[src/rtl/div_sched_if.sv]
// Request/response and divider-side signals of the divide sequencer.
// slave: the sequencer side; master: the requester and divider side.
interface div_sched_if #(
  parameter int N = 8
);
  logic         req;
  logic [3:0]   a;
  logic [3:0]   b;
  logic         busy;
  logic         done;
  logic         err;
  logic [7:0]   result;
  logic [N-1:0] div_a;
  logic [N-1:0] div_b;
  logic         div_strt;
  logic [N-1:0] div_q;
  logic [N-1:0] div_r;

  modport slave (
    input  req, a, b, div_q, div_r,
    output busy, done, err, result, div_a, div_b, div_strt
  );

  modport master (
    output req, a, b, div_q, div_r,
    input  busy, done, err, result, div_a, div_b, div_strt
  );
endinterface

[src/rtl/div_sched.sv]
// Runs the shared divider twice (a/b, then rem*10/b) and rounds to a tenths result.
// Optional DIV_SCHED_FAST_EN skips the fractional stage when the integer remainder is zero.
module div_sched #(
  parameter int N       = 8,
  parameter int DIV_LAT = 9
) (
  input  logic        clk,
  input  logic        rst,
  div_sched_if.slave  bus
);
  localparam int CW = $clog2(DIV_LAT + 1);

  typedef enum logic [2:0] {
    IDLE, INT_START, INT_WAIT, FRAC_START, FRAC_WAIT, ROUND, DONE, ERR
  } state_t;

  state_t         state_q, state_d;
  logic [CW-1:0]  cnt_q, cnt_d;
  logic [3:0]     b_q, b_d;
  logic [3:0]     q_int_q, q_int_d;
  logic [3:0]     q_frac_q, q_frac_d;
  logic [3:0]     r_frac_q, r_frac_d;
  logic           busy_q, busy_d;
  logic           done_q, done_d;
  logic           err_q, err_d;
  logic           div_strt_q, div_strt_d;
  logic [7:0]     result_q, result_d;
  logic [N-1:0]   div_a_q, div_a_d;
  logic [N-1:0]   div_b_q, div_b_d;
  logic [3:0]     half;
  logic           rnd;
  logic           unused_div_bits;

  // Only the low nibble of the divider outputs can be significant for 4-bit operands.
  assign unused_div_bits = ^{bus.div_q[N-1:4], bus.div_r[N-1:4]};

  always_comb begin
    state_d  = state_q;
    cnt_d    = cnt_q;
    b_d      = b_q;
    q_int_d  = q_int_q;
    q_frac_d = q_frac_q;
    r_frac_d = r_frac_q;
    err_d    = err_q;
    result_d = result_q;
    div_a_d  = div_a_q;
    div_b_d  = div_b_q;
    half     = 4'd1;
    rnd      = 1'b0;
    case (state_q)
      IDLE: begin
        if (bus.req) begin
          b_d   = bus.b;
          err_d = 1'b0;
          if (bus.b == 4'd0) begin
            state_d  = ERR;
            err_d    = 1'b1;
            result_d = 8'hFF;
          end else begin
            state_d = INT_START;
            div_a_d = N'(bus.a);
            div_b_d = N'(bus.b);
          end
        end
      end
      INT_START: begin
        cnt_d   = CW'(DIV_LAT);
        state_d = INT_WAIT;
      end
      INT_WAIT: begin
        cnt_d = cnt_q - CW'(1);
        if (cnt_q == CW'(1)) begin
          q_int_d = bus.div_q[3:0];
`ifdef DIV_SCHED_FAST_EN
          if (bus.div_r[3:0] == 4'd0) begin
            q_frac_d = 4'd0;
            r_frac_d = 4'd0;
            state_d  = ROUND;
          end else
`endif
          begin
            // Operand is registered on entry so it is already stable during FRAC_START.
            div_a_d = N'({4'd0, bus.div_r[3:0]} * 8'd10);
            state_d = FRAC_START;
          end
        end
      end
      FRAC_START: begin
        cnt_d   = CW'(DIV_LAT);
        state_d = FRAC_WAIT;
      end
      FRAC_WAIT: begin
        cnt_d = cnt_q - CW'(1);
        if (cnt_q == CW'(1)) begin
          q_frac_d = bus.div_q[3:0];
          r_frac_d = bus.div_r[3:0];
          state_d  = ROUND;
        end
      end
      ROUND: begin
        half     = (b_q == 4'd1) ? 4'd1 : (b_q >> 1);
        rnd      = (r_frac_q >= half);
        result_d = {4'd0, q_int_q} * 8'd10 + {4'd0, q_frac_q} + {7'd0, rnd};
        state_d  = DONE;
      end
      DONE:    state_d = IDLE;
      ERR:     state_d = IDLE;
      default: state_d = IDLE;
    endcase
    busy_d     = (state_d != IDLE);
    done_d     = (state_d == DONE) || (state_d == ERR);
    div_strt_d = (state_d == INT_START) || (state_d == FRAC_START);
  end

  always_ff @(posedge clk or posedge rst) begin
    if (rst) begin
      state_q    <= IDLE;
      cnt_q      <= '0;
      b_q        <= '0;
      q_int_q    <= '0;
      q_frac_q   <= '0;
      r_frac_q   <= '0;
      busy_q     <= 1'b0;
      done_q     <= 1'b0;
      err_q      <= 1'b0;
      div_strt_q <= 1'b0;
      result_q   <= 8'h00;
      div_a_q    <= '0;
      div_b_q    <= '0;
    end else begin
      state_q    <= state_d;
      cnt_q      <= cnt_d;
      b_q        <= b_d;
      q_int_q    <= q_int_d;
      q_frac_q   <= q_frac_d;
      r_frac_q   <= r_frac_d;
      busy_q     <= busy_d;
      done_q     <= done_d;
      err_q      <= err_d;
      div_strt_q <= div_strt_d;
      result_q   <= result_d;
      div_a_q    <= div_a_d;
      div_b_q    <= div_b_d;
    end
  end

  assign bus.busy     = busy_q;
  assign bus.done     = done_q;
  assign bus.err      = err_q;
  assign bus.result   = result_q;
  assign bus.div_a    = div_a_q;
  assign bus.div_b    = div_b_q;
  assign bus.div_strt = div_strt_q;
endmodule

[src/flat_wrapper.sv]
// flat-port wrapper written by rule: the top's interface ports become plain ports
module div_sched_flat 
#(
  parameter int N       = 8,
  parameter int DIV_LAT = 9
)
  (clk, rst, bus_req, bus_a, bus_b, bus_div_q, bus_div_r, bus_busy, bus_done, bus_err, bus_result, bus_div_a, bus_div_b, bus_div_strt);
  div_sched_if #(.N(N)) bus_i ();
  input  logic clk;
  input  logic rst;
  input wire logic [$bits(bus_i.req)-1:0] bus_req;
  input wire logic [$bits(bus_i.a)-1:0] bus_a;
  input wire logic [$bits(bus_i.b)-1:0] bus_b;
  input wire logic [$bits(bus_i.div_q)-1:0] bus_div_q;
  input wire logic [$bits(bus_i.div_r)-1:0] bus_div_r;
  output wire logic [$bits(bus_i.busy)-1:0] bus_busy;
  output wire logic [$bits(bus_i.done)-1:0] bus_done;
  output wire logic [$bits(bus_i.err)-1:0] bus_err;
  output wire logic [$bits(bus_i.result)-1:0] bus_result;
  output wire logic [$bits(bus_i.div_a)-1:0] bus_div_a;
  output wire logic [$bits(bus_i.div_b)-1:0] bus_div_b;
  output wire logic [$bits(bus_i.div_strt)-1:0] bus_div_strt;
  assign bus_i.req = bus_req;
  assign bus_i.a = bus_a;
  assign bus_i.b = bus_b;
  assign bus_i.div_q = bus_div_q;
  assign bus_i.div_r = bus_div_r;
  assign bus_busy = bus_i.busy;
  assign bus_done = bus_i.done;
  assign bus_err = bus_i.err;
  assign bus_result = bus_i.result;
  assign bus_div_a = bus_i.div_a;
  assign bus_div_b = bus_i.div_b;
  assign bus_div_strt = bus_i.div_strt;
  div_sched #(.N(N), .DIV_LAT(DIV_LAT)) u_core (.clk(clk), .rst(rst), .bus(bus_i));
endmodule
[config.mk]
export PLATFORM = sky130hd
export DESIGN_NAME = div_sched_flat
export DESIGN_NICKNAME = d
export VERILOG_FILES = /design/src/rtl/div_sched_if.sv /design/src/rtl/div_sched.sv /design/src/flat_wrapper.sv
export SDC_FILE = /design/constraint.sdc
export NUM_CORES = 1
export LEC_CHECK = 0
export CORE_MARGIN = 2
export CORE_UTILIZATION = 52
export DETAILED_ROUTE_END_ITERATION = 8
export DONT_BUFFER_PORTS = 1
export GPL_TIMING_DRIVEN = 0
export MAX_ROUTING_LAYER = met4
export PLACE_DENSITY = 0.79
export SYNTH_ARGS = -nofsm -noshare
export SYNTH_HDL_FRONTEND = slang
export SYNTH_SLANG_ARGS = --single-unit
export TNS_END_PERCENT = 5
[constraint.sdc]
create_clock -name clk -period 2.84 [get_ports clk]
set_input_delay 0.426 -clock clk [delete_from_list [all_inputs] [get_ports clk]]
set_output_delay 0.426 -clock clk [all_outputs]
set_load 0.02 [all_outputs]
==> impl_metrics.yaml <==
run_status:
  status: "completed"
global_routing:
  grt_most_used_layer: "met2"
  grt_util_all_layers_pct: 19.7
  number_of_global_route_vias_before_repair: 1718
  globalRouteOverflowTotal: 0
  grt.met3_usage_pct: 5.42
  grt.met2_usage_pct: 31.6
  grt_start_max_net_pins: 27
  grtUsageMet1_pct: 24.9
  antenna_found_initial: 0
  grt_first_pass_wirelength_um: 8060
clock_network:
  cts.reportedPaths.clkPinSlew_ps: 100
  root_buffer: "sky130_fd_sc_hd__clkbuf_8"
  clk-insertion-delay-late_ps: 300
  cts_inserted_buffers: 5
  htree_num_levels: 2
  tritoncts: "done"
  tritoncts_num_sinks: 47
  ctsLongestPathBuffers: 2
floorplanning:
  placeableCoreArea_sq_um: 4720
  standard_cell_rows: 25
  io_pins: 55
  die_x_um: 74.0
  die_area_sq_um: 5480
  chipHeight_um: 74.0
  initial_core_utilization_pct: 54.0
worst_setup_path:
  critical_path.max_stage_delay_ps: 340
  cp_data_required_time_ps: 3010
  r2r-end: "u_core.bus.result[7]"
  cpMaxStageDelayCell: "sky130_fd_sc_hd__dfrtp_1"
  crit_start: "u_core.b_q[3]"
  critical_path_capture_point_type: "flop"
  start_kind: "flop"
  timing.critical_path.cells: "inv_1 > a31o_2 > ha_1 > nand2b_1 > a21o_1 > a211o_1 > ha_2 > a211oi_1 > nor2_1 > o2111ai_1 > xnor2_1 > a21oi_1"
  timing.critical_path.fanout_max: 3
  reg2reg_depth: 12
  beginning_of_the_worst_register_to_register_path: "u_core.b_q[3]"
  path_buf_inv: 1
  setup.reg_to_reg.worst_slack_ps: 130
  path_depth: 12
  crit_family: "compound AO/OA/AOI/OAI gates"
  crit_end: "u_core.bus.result[7]"
  crit_arrival_ps: 2880
  path_class: "flop to flop"
drt:
  detail_route.wirelength_um: 4930
  post-route-drc-count: 0
  vias_per_cell: 5.61
  drtIter0Drc: 80
  detail_route.first_pass.iterations: 4
  antenna_left: 0
  route.detailed.wl_per_inst_um: 15.7
  detailroute.via_count: 1757
power:
  pwr-share-clk_pct: 12.7
  power_switching_mw: 1.52
  power.share.sequential_pct: 38.9
  switching_share_pct: 43.9
  power.combinational.fraction_pct: 48.5
  internal_power_mw: 1.94
  static-leakage-power_nw: 1.26
  vdd_ir_drop_max_mv: 0.468
  power.density_nw_per_um2: 1240
timing:
  skew_ps: 9.20
  setup_violation_total_in_the_final_timing_report: 0
  final_min_period_over_clock_period_pct: 95.6
  finalHoldViolations: 0
  layout_min_cycle_time_ps: 2710
  least_setup_slack_across_all_paths_after_layout_ps: 126
  rsz0062_at_grt: "no"
  fmaxAchievable_ghz: 0.368
  maxSlewViolCount: 0
logic_synthesis:
  synthDistinctLibCells: 46
  synthFlopType: "sky130_fd_sc_hd__dfrtp_1"
  netlist_top_cells_area: "sky130_fd_sc_hd__dfrtp_1 46%, sky130_fd_sc_hd__ha_1 8.3%, sky130_fd_sc_hd__mux2_2 6.6%"
  async_reset_ff_share_pct: 100
  synth_warnings: 0
  yosys.area.top_type_share_pct: 46.1
  post_synth_inst_count: 233
  number_of_enable_type_register_cells_in_the_synthesized_netlist: 0
  netlist.top_cell.by_area: "sky130_fd_sc_hd__dfrtp_1"
  syn-cell-area_sq_um: 2550
  ys_seq_elements: 47
  synthesis.area_per_instance_sq_um: 10.9
  yosysSeqAreaShare_pct: 46.1
layout:
  drive_gt1_share_pct: 22.0
  areaGrowthSynthToFinish_pct: 9.18
  finalNonFillerCells: 313
  final_net_count: 292
  diodes: 0
place:
  place_ws_ps: -6.01
  portBuffers: 0
  finalWeightedCongestion: 0.853
  hpwl_um: 3720
  post-place-cells: 304
run:
  timing.max_cap.violations: 0
min_path:
  hold_class: "input pin to asynchronous set/reset pin"
[how the worst min path moves through the flow]
| stage | to | from | slack [ps] | cells after the start |
|---|---|---|---|---|
| global route | u_core.bus.div_b[3] | rst | 40 | 1 |
| CTS | u_core.bus.div_b[2] | rst | 30 | 1 |
| global placement | u_core.r_frac_q[0] | u_core.r_frac_q[0] | 490 | 1 |
| detailed placement | u_core.bus.div_b[2] | rst | 350 | 1 |
| floorplan | u_core.r_frac_q[0] | u_core.r_frac_q[0] | 480 | 1 |
| finish | u_core.bus.div_b[2] | rst | 6 | 1 |
[state kept, by name, indices dropped and copies added (netlist names)]
signal	cells
u_core.bus.div_b	4
u_core.bus.result	8
u_core.bus.div_a	8
u_core.bus.busy	1
u_core.bus.done	1
u_core.bus.div_strt	1
u_core.bus.err	1
u_core.b_q	4
u_core.q_frac_q	4
u_core.q_int_q	4
u_core.r_frac_q	4
u_core.cnt_q	4
u_core.state_q	3
[layer usage]
metal	share of wire (%)	routed length, um
met5	0	0
met4	0.81	40
met3	7.0	344
met2	50	2470
met1	42	2070
[power by group through the flow]
stage / registers [mW] / clock network [mW] / logic, mW
floorplan: 1.29 / 0 / 1.31
global placement: 1.35 / 0 / 1.50
detailed placement: 1.36 / 0 / 1.59
CTS: 1.34 / 0.434 / 1.62
global route: 1.39 / 0.469 / 1.90
finish: 1.35 / 0.438 / 1.68
[what timing repair did]
action / CTS / global route
buffers inserted: 0 / 1
pin swaps: 0 / 3
gates resized for setup: 1 / 5
endpoints found under the setup margin: 1 / 4
hold buffers: 0 / 0
[metrics by stage]
stage	utilization (%)	setup TNS (ps)	instance area (sq um)	power [mW]	hold slack (ps)
CTS	58.5	0	2760	3.40	30.0
global route	58.9	0	2780	3.75	37.4
finish	58.9	0	2780	3.46	6.44
detailed placement	56.4	-6.01	2660	2.95	350
global placement	56.0	0	2640	2.85	492
floorplan	-	0	2560	2.60	479
[layout make-up]
type,count,area [sq um]
inverter,14,52.6
clock inverter,2,16.3
fill,385,1940
timing repair buffer,2,27.5
clock buffer,6,82.6
multi-input combinational,163,1260
tap,67,83.8
buffer,12,85.1
sequential,47,1180
[synth_stat cells, types with 2 or more instances]
cell	count
sky130_fd_sc_hd__a22o_1	4
sky130_fd_sc_hd__o22ai_1	3
sky130_fd_sc_hd__a31o_2	2
sky130_fd_sc_hd__a211oi_1	3
sky130_fd_sc_hd__buf_6	2
sky130_fd_sc_hd__ha_1	17
sky130_fd_sc_hd__inv_1	14
sky130_fd_sc_hd__a21oi_1	12
sky130_fd_sc_hd__mux2_2	15
sky130_fd_sc_hd__nand2_1	21
sky130_fd_sc_hd__a21o_1	3
sky130_fd_sc_hd__xnor2_1	4
sky130_fd_sc_hd__mux2i_1	4
sky130_fd_sc_hd__nand3_1	4
sky130_fd_sc_hd__nand3_2	2
sky130_fd_sc_hd__dfrtp_1	47
sky130_fd_sc_hd__buf_4	5
sky130_fd_sc_hd__fa_1	3
sky130_fd_sc_hd__o21ai_0	17
sky130_fd_sc_hd__nor3_1	4
sky130_fd_sc_hd__buf_2	5
sky130_fd_sc_hd__nor2_1	13
sky130_fd_sc_hd__nand2b_1	2
sky130_fd_sc_hd__xor2_1	4
sky130_fd_sc_hd__a31oi_1	2
[placed cells by master, fill, tap and decap left out, types with 2 or more instances in the layout]
cell | synthesis | routed
sky130_fd_sc_hd__dfrtp_1 | 47 | 47
sky130_fd_sc_hd__nand2_1 | 21 | 21
sky130_fd_sc_hd__ha_1 | 17 | 16
sky130_fd_sc_hd__o21ai_0 | 17 | 15
sky130_fd_sc_hd__mux2_2 | 15 | 15
sky130_fd_sc_hd__nor2_1 | 13 | 13
sky130_fd_sc_hd__inv_1 | 14 | 13
sky130_fd_sc_hd__a21oi_1 | 12 | 11
sky130_fd_sc_hd__buf_4 | 5 | 6
sky130_fd_sc_hd__clkbuf_8 | 0 | 6
sky130_fd_sc_hd__buf_2 | 5 | 5
sky130_fd_sc_hd__xnor2_1 | 4 | 4
sky130_fd_sc_hd__xor2_1 | 4 | 4
sky130_fd_sc_hd__mux2i_1 | 4 | 4
sky130_fd_sc_hd__nand3_1 | 4 | 4
sky130_fd_sc_hd__nor3_1 | 4 | 4
sky130_fd_sc_hd__a22o_1 | 4 | 4
sky130_fd_sc_hd__conb_1 | 1 | 4
sky130_fd_sc_hd__a211oi_1 | 3 | 3
sky130_fd_sc_hd__o22ai_1 | 3 | 3
sky130_fd_sc_hd__a21o_1 | 3 | 3
sky130_fd_sc_hd__buf_6 | 2 | 2
sky130_fd_sc_hd__nand3_2 | 2 | 2
sky130_fd_sc_hd__o21ai_1 | 1 | 2
sky130_fd_sc_hd__a31oi_1 | 2 | 2
sky130_fd_sc_hd__nand2b_1 | 2 | 2
sky130_fd_sc_hd__a31o_2 | 2 | 2
sky130_fd_sc_hd__fa_1 | 3 | 2
[logic make-up after synthesis]
| kind of cell | count (synthesis) | share of synthesized area (%) |
|---|---|---|
| mux | 19 | 8.20 |
| other cells | 1 | 0.147 |
| simple gates | 54 | 11.4 |
| xor+xnor | 8 | 2.75 |
| compound gates | 58 | 15.3 |
| fa+ha+maj | 20 | 10.7 |
| buf+inv | 26 | 5.40 |
| flops | 47 | 46.1 |
(Power assumes the default switching activity.)
